$ cat src/rtl/bioz_pkg.sv
// Shared constants, state encoding and counter sizing for the BIOZ stimulus clock generator.
package bioz_pkg;

    localparam int FSEL_MAX = 10;
    localparam int FSEL_W   = 4;

    typedef enum logic {
        IDLE = 1'b0,
        RUN  = 1'b1
    } state_t;

    // Wide enough to hold H = half_div0 << fsel_max itself, not just H-1.
    function automatic int cnt_width(input int half_div0, input int fsel_max);
        return $clog2(half_div0) + fsel_max + 1;
    endfunction

endpackage

$ cat src/rtl/bioz_clkgen_halfper.sv
// Combinational map from a clamped frequency code to the half-period length H.
module bioz_halfper #(
    parameter int HALF_DIV0 = 1024,
    parameter int CNT_W     = 21
) (
    input  logic [bioz_pkg::FSEL_W-1:0] i_fsel,
    output logic [CNT_W-1:0]            o_half_len
);

    always_comb begin
        o_half_len = CNT_W'(HALF_DIV0) << i_fsel;
    end

endmodule

$ cat src/rtl/bioz_clkgen.sv
// Stimulus square-wave generator with period-boundary frequency switching.
// Define BIOZ_QUAD_EN to add the clk_quad output lagging clk_stim by a quarter period.
module bioz_clkgen #(
    parameter int HALF_DIV0 = 1024,
    parameter int FSEL_MAX  = bioz_pkg::FSEL_MAX
) (
    input  logic                        clk,
    input  logic                        rst,
    input  logic                        enable,
    input  logic [bioz_pkg::FSEL_W-1:0] fsel,
    output logic                        clk_stim,
`ifdef BIOZ_QUAD_EN
    output logic                        clk_quad,
`endif
    output logic [bioz_pkg::FSEL_W-1:0] fsel_act,
    output logic                        period_done,
    output logic                        running
);

    import bioz_pkg::*;

    // state | meaning
    // IDLE  | outputs low, counter cleared, fsel_act follows clamped fsel
    // RUN   | counting half-periods, clk_stim toggling
    localparam int CNT_W = cnt_width(HALF_DIV0, FSEL_MAX);

    state_t              r_state, w_state_nxt;
    logic [CNT_W-1:0]    r_cnt, w_cnt_nxt;
    logic                r_stim, w_stim_nxt;
    logic                r_pdone, w_pdone_nxt;
    logic [FSEL_W-1:0]   r_fsel_act, w_fsel_act_nxt;
    logic [FSEL_W-1:0]   w_fsel_clamp;
    logic [CNT_W-1:0]    w_half;
    logic                w_half_end;

    bioz_halfper #(
        .HALF_DIV0 (HALF_DIV0),
        .CNT_W     (CNT_W)
    ) u_halfper (
        .i_fsel     (r_fsel_act),
        .o_half_len (w_half)
    );

    assign w_fsel_clamp = (fsel > FSEL_W'(FSEL_MAX)) ? FSEL_W'(FSEL_MAX) : fsel;
    assign w_half_end   = (r_cnt == w_half - CNT_W'(1));

    always_comb begin
        w_state_nxt    = r_state;
        w_cnt_nxt      = r_cnt;
        w_stim_nxt     = r_stim;
        w_pdone_nxt    = 1'b0;
        w_fsel_act_nxt = r_fsel_act;
        unique case (r_state)
            IDLE: begin
                w_cnt_nxt      = '0;
                w_stim_nxt     = 1'b0;
                w_fsel_act_nxt = w_fsel_clamp;
                if (enable) begin
                    w_state_nxt = RUN;
                    w_stim_nxt  = 1'b1;
                end
            end
            RUN: begin
                if (!enable) begin
                    w_state_nxt    = IDLE;
                    w_cnt_nxt      = '0;
                    w_stim_nxt     = 1'b0;
                    w_fsel_act_nxt = w_fsel_clamp;
                end else if (w_half_end) begin
                    w_cnt_nxt  = '0;
                    w_stim_nxt = ~r_stim;
                    // Rising stim edge closes a full period: only here may the code change.
                    if (!r_stim) begin
                        w_pdone_nxt    = 1'b1;
                        w_fsel_act_nxt = w_fsel_clamp;
                    end
                end else begin
                    w_cnt_nxt = r_cnt + CNT_W'(1);
                end
            end
        endcase
    end

    always_ff @(posedge clk) begin
        if (rst) begin
            r_state    <= IDLE;
            r_cnt      <= '0;
            r_stim     <= 1'b0;
            r_pdone    <= 1'b0;
            r_fsel_act <= '0;
        end else begin
            r_state    <= w_state_nxt;
            r_cnt      <= w_cnt_nxt;
            r_stim     <= w_stim_nxt;
            r_pdone    <= w_pdone_nxt;
            r_fsel_act <= w_fsel_act_nxt;
        end
    end

`ifdef BIOZ_QUAD_EN
    logic r_quad;
    logic w_quad_mid;

    assign w_quad_mid = (r_cnt == (w_half >> 1) - CNT_W'(1));

    always_ff @(posedge clk) begin
        if (rst) begin
            r_quad <= 1'b0;
        end else if (r_state == IDLE || !enable) begin
            r_quad <= 1'b0;
        end else if (w_quad_mid) begin
            r_quad <= ~r_quad;
        end
    end

    assign clk_quad = r_quad;
`endif

    assign clk_stim    = r_stim;
    assign fsel_act    = r_fsel_act;
    assign period_done = r_pdone;
    assign running     = (r_state == RUN);

endmodule

$ cat config.mk
export PLATFORM = sky130hd
export DESIGN_NAME = bioz_clkgen
export DESIGN_NICKNAME = d
export VERILOG_FILES = /design/src/rtl/bioz_pkg.sv /design/src/rtl/bioz_clkgen_halfper.sv /design/src/rtl/bioz_clkgen.sv
export SDC_FILE = /design/constraint.sdc
export NUM_CORES = 1
export LEC_CHECK = 0
export CAP_MARGIN = 40
export CORE_ASPECT_RATIO = 1.25
export CORE_UTILIZATION = 30
export CTS_CLUSTER_DIAMETER = 100
export CTS_CLUSTER_SIZE = 10
export DETAILED_ROUTE_END_ITERATION = 12
export SLEW_MARGIN = 20
export SYNTH_ARGS = -nofsm -noshare
export SYNTH_HDL_FRONTEND = slang
export SYNTH_SLANG_ARGS = --single-unit
$ cat constraint.sdc
create_clock -name clk -period 3.9 [get_ports clk]
set_clock_uncertainty 0.2 [all_clocks]
set_input_delay 0.78 -clock clk [delete_from_list [all_inputs] [get_ports clk]]
set_output_delay 0.78 -clock clk [all_outputs]
set_load 0.05 [all_outputs]
==> metrics.txt <==
count of buffers added by post-CTS timing repair for setup 0; element type at the critical path end flip-flop; relative slew slack 51.5%; sequential cell area fraction in the yosys report 35.4%; highest net fanout along the worst path 21; worst slack after detailed placement 0.574 ns; post-synth design cell area around 1600 µm²; number of cells traversed by the worst hold path 1; Max-Cap Viols 0; number of core rows 29; CTS Root Cell clkbuf_8; total inserted antenna cells 0; height of the die roughly 83 µm; Worst setup SP type flip-flop; Yosys top cell area share 35.4%; count of flip-flops with a built-in enable after synthesis 0; highest achievable clock rate 0.304 GHz; final wirelength 3.06 mm; number of instances in the placed design 257; run status finished clean; number of antenna violations at the first check in global routing 0; most area-hungry cell type in the Yosys netlist dfxtp_1; final hold slack 0.268 ns; routability-driven placement congestion ratio 0.735; path depth of the worst reg2reg path 9; aggregate negative setup slack 0 ns; non-filler cells in the finished layout 261; share of final-layout standard cells stronger than drive strength 1 8.04%; least setup slack across all paths after layout 0.607 ns; setup repair after global routing missed its margin false; insertion delay to the later sink of the worst-skew pair 0.27 ns; main area contributors after synthesis dfxtp_1, xnor2_1, xor2_1, nor2_1, nand2_1; number of buffers created by CTS 3; DRT iter0 DRCs 43; worst path arrival time 3.24 ns; endpoint required time on the critical path 3.85 ns; synth unique cells 43; Pwr Density ~340 nW/µm²; count of final max-slew check failures 0; largest vdd supply drop 0.306 mV; Clock Pin Slew Worst Setup and Hold Paths 0.09 ns; class of the worst hold path reg -> reg; number of warning messages in the yosys log 0; number of clock sinks 28; effective utilization at floorplan 31.2%; via count of the first global-routing pass about 1,200; Core ar. 5080 µm²; number of nets at the end of the flow 209; drt via density 4.87; Area Overhead vs Synth 16.9%; clock tree from TritonCTS built; dominant synthesized flop cell dfxtp_1; net count after synthesis 194; post-synthesis instance total 185; utilization after layout 36.5%; ratio of final minimum period to clock period 84.4%; hold-fix buffers at CTS 0; mean instance size in the synthesized netlist 8.56 µm²; ys async rst share 0%; number of buffer cells added on primary ports 13; Die Span X 67.0 µm; Crit Path Category reg -> reg; maximum number of buffers from clock root to sink 2; overall die area 5580 µm²; I/O Pins 14; global-route wire length before repair approximately 5.4 mm; FF+latch count, synth 28; Post-route DRC 0; leakage power of the design 0.000632 µW; largest net degree at the start of global routing 22; transition time of the tightest slew-check pin 0.720 ns; Final Hold Fails 0; setup-violating endpoint count in the final report 0; CTS resizes 0; router iterations before antenna repair 4; all-layer global routing usage 12.1%; Min Clock Period, post-route 3.29 ns; overflow left after global routing 0; residual antenna-violating net count after detailed routing 0; post-detailed-route wirelength per cell 11.7 µm; Vias about 1,300; level count of the clock H-tree 1; Post-DP HPWL between 2 and 2.5 mm
path summary, 6_finish.rpt:
| check | startpoint | end | slack [ns] |
|---|---|---|---|
| setup / recovery | fsel_act[3] | r_cnt[19] | 0.61 |
| hold reg to reg | r_cnt[0] | r_cnt[0] | 0.27 |
| setup reg to reg | fsel_act[3] | r_cnt[19] | 0.61 |
| hold / removal | r_cnt[0] | r_cnt[0] | 0.27 |
Yosys cell counts, types with 2 or more instances:
cell type  count
xnor2_1       13
nor2_1        27
or3b_2         2
buf_2          6
and3_1         7
inv_1          5
nor4_1         2
nor3_1         6
ha_1           2
o21ai_0        4
nand4_1        5
nand3_1        7
nand2_1       15
dfxtp_1       28
nand2b_1       6
xor2_1        13
mux2i_1        3
a31oi_1        2
o211ai_1       2
a21oi_1        4
and3b_1        2
nor2b_1        3
stage by stage:
| step | cell area [µm²] | total power [µW] |
|---|---|---|
| finish | 1850 | 627 |
| global route | 1850 | 657 |
| CTS | 1850 | 637 |
| detailed placement | 1780 | 412 |
| global placement | 1780 | 412 |
| floorplan | 1580 | 385 |
layout by cell type, fill, tap and decap left out, types with 2 or more instances in the layout:
cell type	Yosys	final
and3b_1	2	2
xnor2_1	13	13
o21ai_0	4	4
nand3_1	7	7
nand4_1	5	5
clkdlybuf4s50_1	0	13
nor2b_1	3	3
and3_1	7	7
ha_1	2	2
nand2_1	15	15
xor2_1	13	13
a21oi_1	4	4
clkbuf_8	0	3
a31oi_1	2	2
nor4_1	2	2
nor2_1	27	27
or3b_2	2	2
inv_1	5	5
mux2i_1	3	3
nand2b_1	6	6
nor3_1	6	6
dfxtp_1	28	28
buf_4	0	4
o211ai_1	2	2
flip-flops by register name, summed over array words and instances, names as in the netlist:
name,count
fsel_act,4
clk_stim,1
period_done,1
running,1
r_cnt,21
per-layer routing:
metal | share of wire, % | up-vias | global-route usage, %
li1 | - | 667 | -
met1 | 46 | 584 | 14.5
met2 | 50 | 15 | 20.9
met3 | 1.9 | 4 | 1.65
met4 | 1.4 | 0 | 5.03
met5 | 0 | - | 0
kinds of logic after synthesis:
group	Yosys count	synth area share, %
buffers and inverters	12	3.79
AO/OA/AOI/OAI	24	13.2
flip-flops	28	35.4
AND/OR/NAND/NOR	89	28.8
adder cells (fa/ha/maj)	2	1.58
multiplexers	4	2.84
XOR/XNOR	26	14.4
power by group:
group / total [µW] / switching, µW / internal (µW)
combinational: 112 / 63.8 / 48.1
sequential: 293 / 3.00 / 290
clock: 222 / 85.2 / 137
layout make-up:
class                           instances  area (µm²)
Sequential cell                        28         561
Clock inverter                          1        30.0
Clock buffer                            3        41.3
Multi-Input combinational cell        145         963
Timing Repair Buffer                   17         160
Fill cell                             540        3230
Inverter                                5        18.8
Tap cell                               62        77.6
worst max-delay path, stage by stage (launching register included):
cell and delay, ns:
dfxtp_1 0.32, nor3_1 0.31, nand2b_1 0.14, ha_1 0.40, or4_4 0.49, a21oi_2 0.13
a31oi_1 0.07, a2111oi_4 0.50, a31o_2 0.51, nor2_1 0.10
(Power assumes the default switching activity.)
